--- src/rtl/imm_pkg.sv ---
// Shared immediate-format encodings, signed range limits and the error check
// used by the encoder pipeline.
package imm_pkg;

    localparam logic [2:0] IMM_I = 3'b000;
    localparam logic [2:0] IMM_S = 3'b001;
    localparam logic [2:0] IMM_B = 3'b010;
    localparam logic [2:0] IMM_U = 3'b011;
    localparam logic [2:0] IMM_J = 3'b100;

    localparam logic signed [31:0] IS_MIN = -32'sd2048;
    localparam logic signed [31:0] IS_MAX = 32'sd2047;
    localparam logic signed [31:0] B_MIN  = -32'sd4096;
    localparam logic signed [31:0] B_MAX  = 32'sd4095;
    localparam logic signed [31:0] J_MIN  = -32'sd1048576;
    localparam logic signed [31:0] J_MAX  = 32'sd1048575;

    typedef struct packed {
        logic fmt_err;
        logic align_err;
        logic range_err;
    } imm_err_t;

    function automatic logic in_range(input logic [31:0] imm,
                                      input logic signed [31:0] lo,
                                      input logic signed [31:0] hi);
        return ($signed(imm) >= lo) && ($signed(imm) <= hi);
    endfunction

    // Errors are a pure function of format and immediate, so the pipeline
    // can compute them once when the request is registered.
    function automatic imm_err_t imm_check(input logic [2:0] src,
                                           input logic [31:0] imm);
        imm_err_t e;
        e = '0;
        case (src)
            IMM_I, IMM_S: e.range_err = !in_range(imm, IS_MIN, IS_MAX);
            IMM_B: begin
                e.range_err = !in_range(imm, B_MIN, B_MAX);
                e.align_err = imm[0];
            end
            IMM_U: e.align_err = |imm[11:0];
            IMM_J: begin
                e.range_err = !in_range(imm, J_MIN, J_MAX);
                e.align_err = imm[0];
            end
            default: e.fmt_err = 1'b1;
        endcase
        return e;
    endfunction

endpackage

--- src/rtl/imm_field_pack.sv ---
// Combinational placement of immediate bits into a template instruction;
// bits outside the selected format's immediate fields pass through.
module imm_field_pack
    import imm_pkg::*;
(
    input  logic [31:0] instr,
    input  logic [2:0]  src,
    input  logic [31:0] imm,
    output logic [31:0] result
);

    always_comb begin
        result = instr;
        case (src)
            IMM_I: result[31:20] = imm[11:0];
            IMM_S: begin
                result[31:25] = imm[11:5];
                result[11:7]  = imm[4:0];
            end
            IMM_B: begin
                result[31]    = imm[12];
                result[7]     = imm[11];
                result[30:25] = imm[10:5];
                result[11:8]  = imm[4:1];
            end
            IMM_U: result[31:12] = imm[31:12];
            IMM_J: begin
                result[31]    = imm[20];
                result[19:12] = imm[19:12];
                result[20]    = imm[11];
                result[30:21] = imm[10:1];
            end
            default: result = instr;
        endcase
    end

endmodule

--- src/rtl/imm_encoder.sv ---
// Two-stage immediate encoder: S1 captures the request with its error flags,
// S2 holds the packed instruction presented to the consumer.
module imm_encoder
    import imm_pkg::*;
(
    input  logic        clk,
    input  logic        rst_n,
    input  logic        in_valid,
    output logic        in_ready,
    input  logic [31:0] in_instr,
    input  logic [2:0]  in_imm_src,
    input  logic [31:0] in_imm,
    output logic        out_valid,
    input  logic        out_ready,
    output logic [31:0] out_instr,
    output logic [2:0]  out_err,
    input  logic        err_clr,
    output logic [15:0] err_count
);

    // Handshake: a transfer happens on a rising edge where valid and ready
    // are both high; valid never waits on ready, and held data stays stable.
    logic        s1_valid;
    logic [31:0] s1_instr;
    logic [2:0]  s1_src;
    logic [31:0] s1_imm;
    imm_err_t    s1_err;
    logic [31:0] packed_instr;
    logic        s2_adv;

    assign s2_adv   = !out_valid || out_ready;
    assign in_ready = !s1_valid || s2_adv;

    always_ff @(posedge clk or negedge rst_n) begin
        if (!rst_n) begin
            s1_valid <= 1'b0;
            s1_instr <= '0;
            s1_src   <= '0;
            s1_imm   <= '0;
            s1_err   <= '0;
        end else if (in_ready) begin
            s1_valid <= in_valid;
            if (in_valid) begin
                s1_instr <= in_instr;
                s1_src   <= in_imm_src;
                s1_imm   <= in_imm;
                s1_err   <= imm_check(in_imm_src, in_imm);
            end
        end
    end

    imm_field_pack u_pack (
        .instr  (s1_instr),
        .src    (s1_src),
        .imm    (s1_imm),
        .result (packed_instr)
    );

    always_ff @(posedge clk or negedge rst_n) begin
        if (!rst_n) begin
            out_valid <= 1'b0;
            out_instr <= '0;
            out_err   <= '0;
        end else if (s2_adv) begin
            out_valid <= s1_valid;
            if (s1_valid) begin
                out_instr <= packed_instr;
                out_err   <= s1_err;
            end
        end
    end

    // Clear wins over a same-cycle increment.
    always_ff @(posedge clk or negedge rst_n) begin
        if (!rst_n) begin
            err_count <= '0;
        end else if (err_clr) begin
            err_count <= '0;
        end else if (out_valid && out_ready && (out_err != 3'b000)
                     && (err_count != 16'hFFFF)) begin
            err_count <= err_count + 16'd1;
        end
    end

endmodule

--- config.mk ---
export PLATFORM = sky130hd
export DESIGN_NAME = imm_encoder
export DESIGN_NICKNAME = d
export VERILOG_FILES = /design/src/rtl/imm_pkg.sv /design/src/rtl/imm_field_pack.sv /design/src/rtl/imm_encoder.sv
export SDC_FILE = /design/constraint.sdc
export NUM_CORES = 1
export LEC_CHECK = 0
export BUFFER_PORTS_ARGS = -buffer_cell sky130_fd_sc_hd__buf_2
export CORE_MARGIN = 1
export CORE_UTILIZATION = 30
export CTS_CLUSTER_DIAMETER = 40
export DETAILED_ROUTE_END_ITERATION = 12
export GPL_TIMING_DRIVEN = 0
export SYNTH_ARGS = -nofsm -noshare
export SYNTH_HDL_FRONTEND = slang
export SYNTH_SLANG_ARGS = --single-unit
--- constraint.sdc ---
create_clock -name clk -period 1.6 [get_ports clk]
set_input_delay 0.16 -clock clk [delete_from_list [all_inputs] [get_ports clk]]
set_output_delay 0.16 -clock clk [all_outputs]
set_load 0.02 [all_outputs]
* Yosys cells after proc, flatten, opt, wreduce, memory -nomap -nowiden
Cells that the tools add are included.
** Operators by class
- Add/subtract/negate cells :: 1
- $lt $le $gt $ge :: 6
- Eq/ne operators :: 9
- Multiplexer cells :: 9
- Reduce and logical (&&, ||, !) cells :: 25
** Operators by type and width (count)
- greater-or-equal comparator 32 x 12 -> 1 bit, second input constant :: 1
- greater-or-equal comparator 32 x 13 -> 1 bit, second input constant :: 1
- greater-or-equal comparator 32 x 21 -> 1 bit, second input constant :: 1
- less-or-equal comparator 32 x 12 -> 1 bit, second input constant :: 1
- less-or-equal comparator 32 x 13 -> 1 bit, second input constant :: 1
- less-or-equal comparator 32 x 21 -> 1 bit, second input constant :: 1
- 2-to-1 mux 16 bit :: 2
- case mux 7 bit (4 select lines) :: 1
- adder 16 x 1 -> 16 bit, second input constant :: 1
- != test 16 bit, second input constant :: 1
- case mux 5 bit (3 select lines) :: 1
- equality test 3 x 2 -> 1 bit, second input constant :: 4
- OR reduction 12 bit :: 1
- case mux 5 bit (2 select lines) :: 1
- 2-to-1 mux 8 bit :: 1
- OR reduction 2 bit :: 4
- equality test 3 x 1 -> 1 bit, second input constant :: 2
- equality test 3 bit, second input constant :: 2
- logical AND 1 bit :: 6
- zero test 3 bit :: 2
- zero test 1 bit :: 5
- OR reduction 5 bit :: 1
- AND reduction 2 bit :: 2
- case mux 1 bit (3 select lines) :: 1
- other kinds (5) :: 6
** Storage, ports and cells
- Bits in registers :: 123
- Input bits :: 72
- Word-level logic and storage cells :: 61

* Longest topological paths before layout
- Depth in word-level cells :: 5
- Gate-level depth with buffers :: 7
- Depth with buffers taken out :: 6

* Cells and area by module
Synthesis repeated with hierarchy kept, for this count alone.
** Unflattened totals
- Cell total of the unflattened synthesis :: 459
- Area, all modules :: 5809.3 um2
** By module, submodules not included
- imm_encoder :: instances 1, cells each 363, area an instance 5072.4 um2, seq. area each 3078.0 um2
- imm_field_pack :: instances 1, cells each 96, area an instance 737.0 um2, seq. area each 0.0 um2

* Least setup slack after synthesis
OpenSTA, ideal clock, no wires.
- Path type :: reg-to-reg
- Start point :: reg err_count[0]
- End point :: reg err_count[8]
- Library setup time :: 0.132 ns
- Arrival time :: 1.781 ns
- Data required time :: 1.468 ns
- Setup slack :: -0.313 ns
- Cell stages (with the launch flop) :: 8
- Buffers on the path :: 1
- Period minus slack after synthesis :: 1.913 ns
- Path through :: dfrtp_1 > ha_1 > nand3_1 > or2_2 > buf_2 > a2111oi_0 > xnor2_1 > nor2_1
** On the way
- Longest elaborated chain between the ends :: 3
- Elaborated cells between the ends (all ways) :: 6
- Those cells by class :: add/sub: 1; eq/ne: 1; mux: 2; reduce/logical: 2
** RTL lines
- start, declared :: RTL line imm_encoder.sv:18 : output logic [15:0] err_count
- start signal, assigned :: RTL line imm_encoder.sv:81 : err_count <= err_count + 16'd1;
- adder 16 x 1 -> 16 bit / != test 16 bit (equally long branches) :: RTL line imm_encoder.sv:81, imm_encoder.sv:80
- 2-to-1 mux 16 bit / logical AND 1 bit (equally long branches) :: RTL line imm_encoder.sv:79, imm_encoder.sv:80
- 2-to-1 mux 16 bit / nonzero test 2 bit (equally long branches)
Parallel ways exist; a longest one is shown, timed or not. The select of a mux whose other input is x is not followed.
A chain may end at the register's enable or synchronous reset.

* Final worst setup path
- Start point :: reg out_err[1]
- End point :: reg err_count[9]
** On the way
- Longest elaborated chain between the ends :: 4
** RTL lines
- start, declared :: RTL line imm_encoder.sv:16 : output logic [2:0] out_err,
- start signal, assigned :: RTL line imm_encoder.sv:68 : out_err <= s1_err;
- nonzero test 3 bit :: RTL line imm_encoder.sv:79 : end else if (out_valid && out_ready && (out_err != 3'b000)
- logical AND 1 bit :: RTL line imm_encoder.sv:79
- logical AND 1 bit :: RTL line imm_encoder.sv:80 : && (err_count != 16'hFFFF)) begin
- nonzero test 2 bit (no line)
No other way between the ends.

==> impl_metrics.toml <==
[yosys]
synth_seq_area_share_pct = 55.7
syn-cell-area_mm2 = 0.00553
syn_area_per_cell_um2 = 11.9
synth.net_count = 538
synth.ff_latch_count = 123
synth_top_area_share_pct = 55.7
synth_area_leaders = "dfrtp_1 (56%), mux2_2 (16%), o21ai_0 (3.3%)"
netlist_instances = 465
synth_cell_type_count = 43
yosysTopAreaCell = "dfrtp_1"
yosys_warnings = 0

[cts]
root_buffer = "clkbuf_16"
clk-insertion-delay-late_ns = 0.42
clockBufferDepth = 2
cts.sinks = 123
htree_levels = 4
clk_pin_slew_ns = 0.06
cts_tree = "yes"
cts_made_buffers = 17

[job]
max_cap_viol_count = 0

[timing]
post-route-period-util_pct = 103
finalHoldViolations = 0
min_period_ns = 1.65
setup_viol = 11
final_max_slew_viol_count = 0
hold_slack_ns = 0.0214
rsz0062_at_grt = "true"
fin_ws_ns = -0.0541
worst_slew_pin_slew_ns = 0.524
clock.fmax_mhz = 605
max-slew-margin-rel_pct = 65.1
finClkSkew_ns = 0.0134

[route]
viasPerCell = 4.86
drtPass1Iterations = 5
routed_wl_um = 15900
drc_errors = 0
drtAntennaViolNets = 0
vias = 4483
drtIter0Drc = 153
wl_per_cell_um = 17.2

[power]
combPwrFrac_pct = 21.7
switching_share_pct = 29.5
p_int_mw = 6.99
p_per_area_mw_per_mm2 = 1240
peakVddDrop_uv = 766
switchingPower_mw = 2.92
p_leak_nw = 3.55
total_power_mw = 9.91
seqPwrFrac_pct = 40.2
p_clk_share_pct = 38.1

[worst_setup_path]
cp_max_fo = 10
crit_arrival_ns = 1.92
critPathKind = "register to register"
slowest_delay_ns = 0.40
path_buf_inv = 1
r2r-start = "out_err[1]$_DFFE_PN0P_"
setup.worst_path.start = "out_err[1]$_DFFE_PN0P_"
cp_slowest_cell = "dfrtp_1"
required_ns = 1.87
end_kind = "register"
path_cells = "o311ai_2 -> clkbuf_2 -> nor4_2 -> xnor2_1 -> nor2_1"
cp-start-kind = "register"
path_delay_family = "flip-flops"

[die]
dieArea_mm2 = 0.0190
io_pins = 125
rows = 49
coreArea_mm2 = 0.0180
die_h_um = 138
die_x_um = 138
start_util_pct = 30.7

[global_route]
track_usage_pct = 17.3
grt_pass1_vias = 4489
grt_pass1_wl_um = 24100
antenna_found_initial = 2
overflow = 0
grt_max_degree = 101

[worst_hold_path]
hp-class = "primary input to register"
worstHoldStart = "in_imm[23]"

[placed_design]
place.gp.congestion = 0.827
place_ws_ns = -0.339
placed_area_mm2 = 0.00659
port_buffers = 123
hpwlAfterDp_um = 10900

[finish]
nets = 753
final_cell_area_mm2 = 0.00801
antenna_cells = 0
drive_gt1_share_pct = 46.0
area_delta_synth_final_pct = 44.8
n_fill_cell = 1665

[run_status]
outcome = "finished with violations"
violations = "negative setup slack"
==> state kept, by name, indices dropped and copies added (netlist names) <==
name	cells
out_err	3
s1_instr	32
out_valid	1
s1_valid	1
err_count	16
out_instr	32
s1_src	3
s1_imm	32
s1_err	3
==> cell families after synthesis <==
kind of cell,after synthesis,share of synthesized area (%)
AOI/OAI and AO/OA,74,8.46
xor gates and xnor gates,17,2.69
adders and majority gates,2,0.407
buffers and inverters,33,2.38
DFF,123,55.7
muxes,98,19.5
and+or+nand+nor,118,10.9
==> worst register-to-register path, stage by stage (launching register included) <==
cell	delay, ns
dfrtp_1	0.40
o311ai_2	0.40
clkbuf_2	0.39
nor4_2	0.10
xnor2_1	0.16
nor2_1	0.07
==> layout by cell type (no fill, tap or decap), types with 3 or more instances in the layout <==
cell           instances
mux2i_1               18
nand2b_1               4
clkbuf_16             17
dfrtp_2               11
clkinvlp_4             5
clkbuf_1               5
clkbuf_8               6
o221ai_1               6
xnor2_1               17
a2111oi_4              3
nor4_1                 6
dfrtp_1              112
dlygate4sd3_1         47
nand4_1                8
o21ai_0               36
nand3_1                5
clkbuf_4               3
o22ai_1                7
nor3_1                 4
clkbuf_2               6
buf_2                122
mux2_2                80
inv_1                  7
buf_4                 26
nor4_4                 3
nor2_1                24
buf_6                  5
nand2_1               43
a21oi_1               11
==> timing repair <==
action | in CTS | in global routing
endpoints found under the hold margin | 81 | 0
gates cloned | 0 | 1
hold buffers | 47 | 0
setup endpoints to repair | 47 | 102
resized for setup | 21 | 29
buffers inserted | 19 | 7
pin swaps | 11 | 14
==> cells in the mapped netlist <==
master and instances:
a31oi_1 1, a2111oi_2 1, o311ai_1 1, nor3_2 1, and3_1 1, or2_2 3, buf_2 6, a2111oi_0 1
mux2i_1 18, inv_1 8, ha_1 1, nor3b_1 2, nor2_1 26, nand2b_1 5, nand4_1 8, or4_1 1
nand3_1 6, a211oi_1 2, o211ai_1 1, o221ai_1 6, a21oi_2 1, o311ai_0 2, clkbuf_1 16, a2111oi_4 1
dfrtp_1 123, nor3_1 6, buf_1 3, o22ai_1 7, nor4_2 1, maj3_1 1, a21oi_1 11, nand4_4 1
o31ai_1 1, nand3b_1 1, mux2_2 80, nor4b_1 1, o21ai_0 37, nor4_1 9, nand2_1 44, xnor2_1 17
a41oi_1 1, nor4_4 1, or3_4 1
==> routing by layer <==
metal  vias up  track usage [%]  wire, um
met5         -                0        25
met1      2226             21.0      6830
met3        18             4.97       818
li1       2108                -         -
met2       127             28.2      7930
met4         4             8.09       253
==> stage by stage <==
| step | setup TNS (ns) | std cells | utilization [%] |
|---|---|---|---|
| after floorplan | -1.03 | 465 | - |
| after global placement | -155.57 | 817 | 36.4 |
| after detailed placement | -7.10 | 818 | 36.6 |
| after CTS | -0.00896 | 915 | 43.8 |
| after global routing | -1.52 | 922 | 44.4 |
| final | -0.298 | 922 | 44.4 |
==> path summary, 6_finish.rpt <==
path | end | slack, ns | cells past startpoint
worst max-delay path | err_count[9]$_DFFE_PN0P_ | -0.05 | 5
worst min-delay path | s1_imm[23]$_DFFE_PN0P_ | 0.02 | 2
worst max register to register | err_count[9]$_DFFE_PN0P_ | -0.05 | 5
worst min register to register | out_instr[9]$_DFFE_PN0P_ | 0.48 | 2
max in group asynchronous | s1_imm[27]$_DFFE_PN0P_ | 0.64 | 3
min in group asynchronous | err_count[12]$_DFFE_PN0P_ | 0.18 | 2
==> layout make-up <==
| type | count | area [um^2] | share of cell area [%] |
|---|---|---|---|
| flip-flops and latches | 123 | 3090 | 38.6 |
| clock inverters | 10 | 118 | 1.47 |
| plain buffers | 23 | 183 | 2.28 |
| multi-input cells | 310 | 2500 | 31.2 |
| repair buffers | 197 | 1340 | 16.7 |
| inverters | 8 | 33.8 | 0.422 |
| well taps | 229 | 287 | 3.58 |
| clock buffers | 22 | 464 | 5.80 |
==> power groups by stage <==
stage                     Clock (mW)  Combinational [mW]  Sequential, mW
after floorplan                    0               0.950            4.24
after global placement             0                1.92            4.00
after detailed placement           0                1.97            4.02
after CTS                       3.88                2.12            3.98
after global routing            4.01                2.36            4.05
final                           3.78                2.16            3.98
Note: power is estimated with default switching activity, not from simulation.
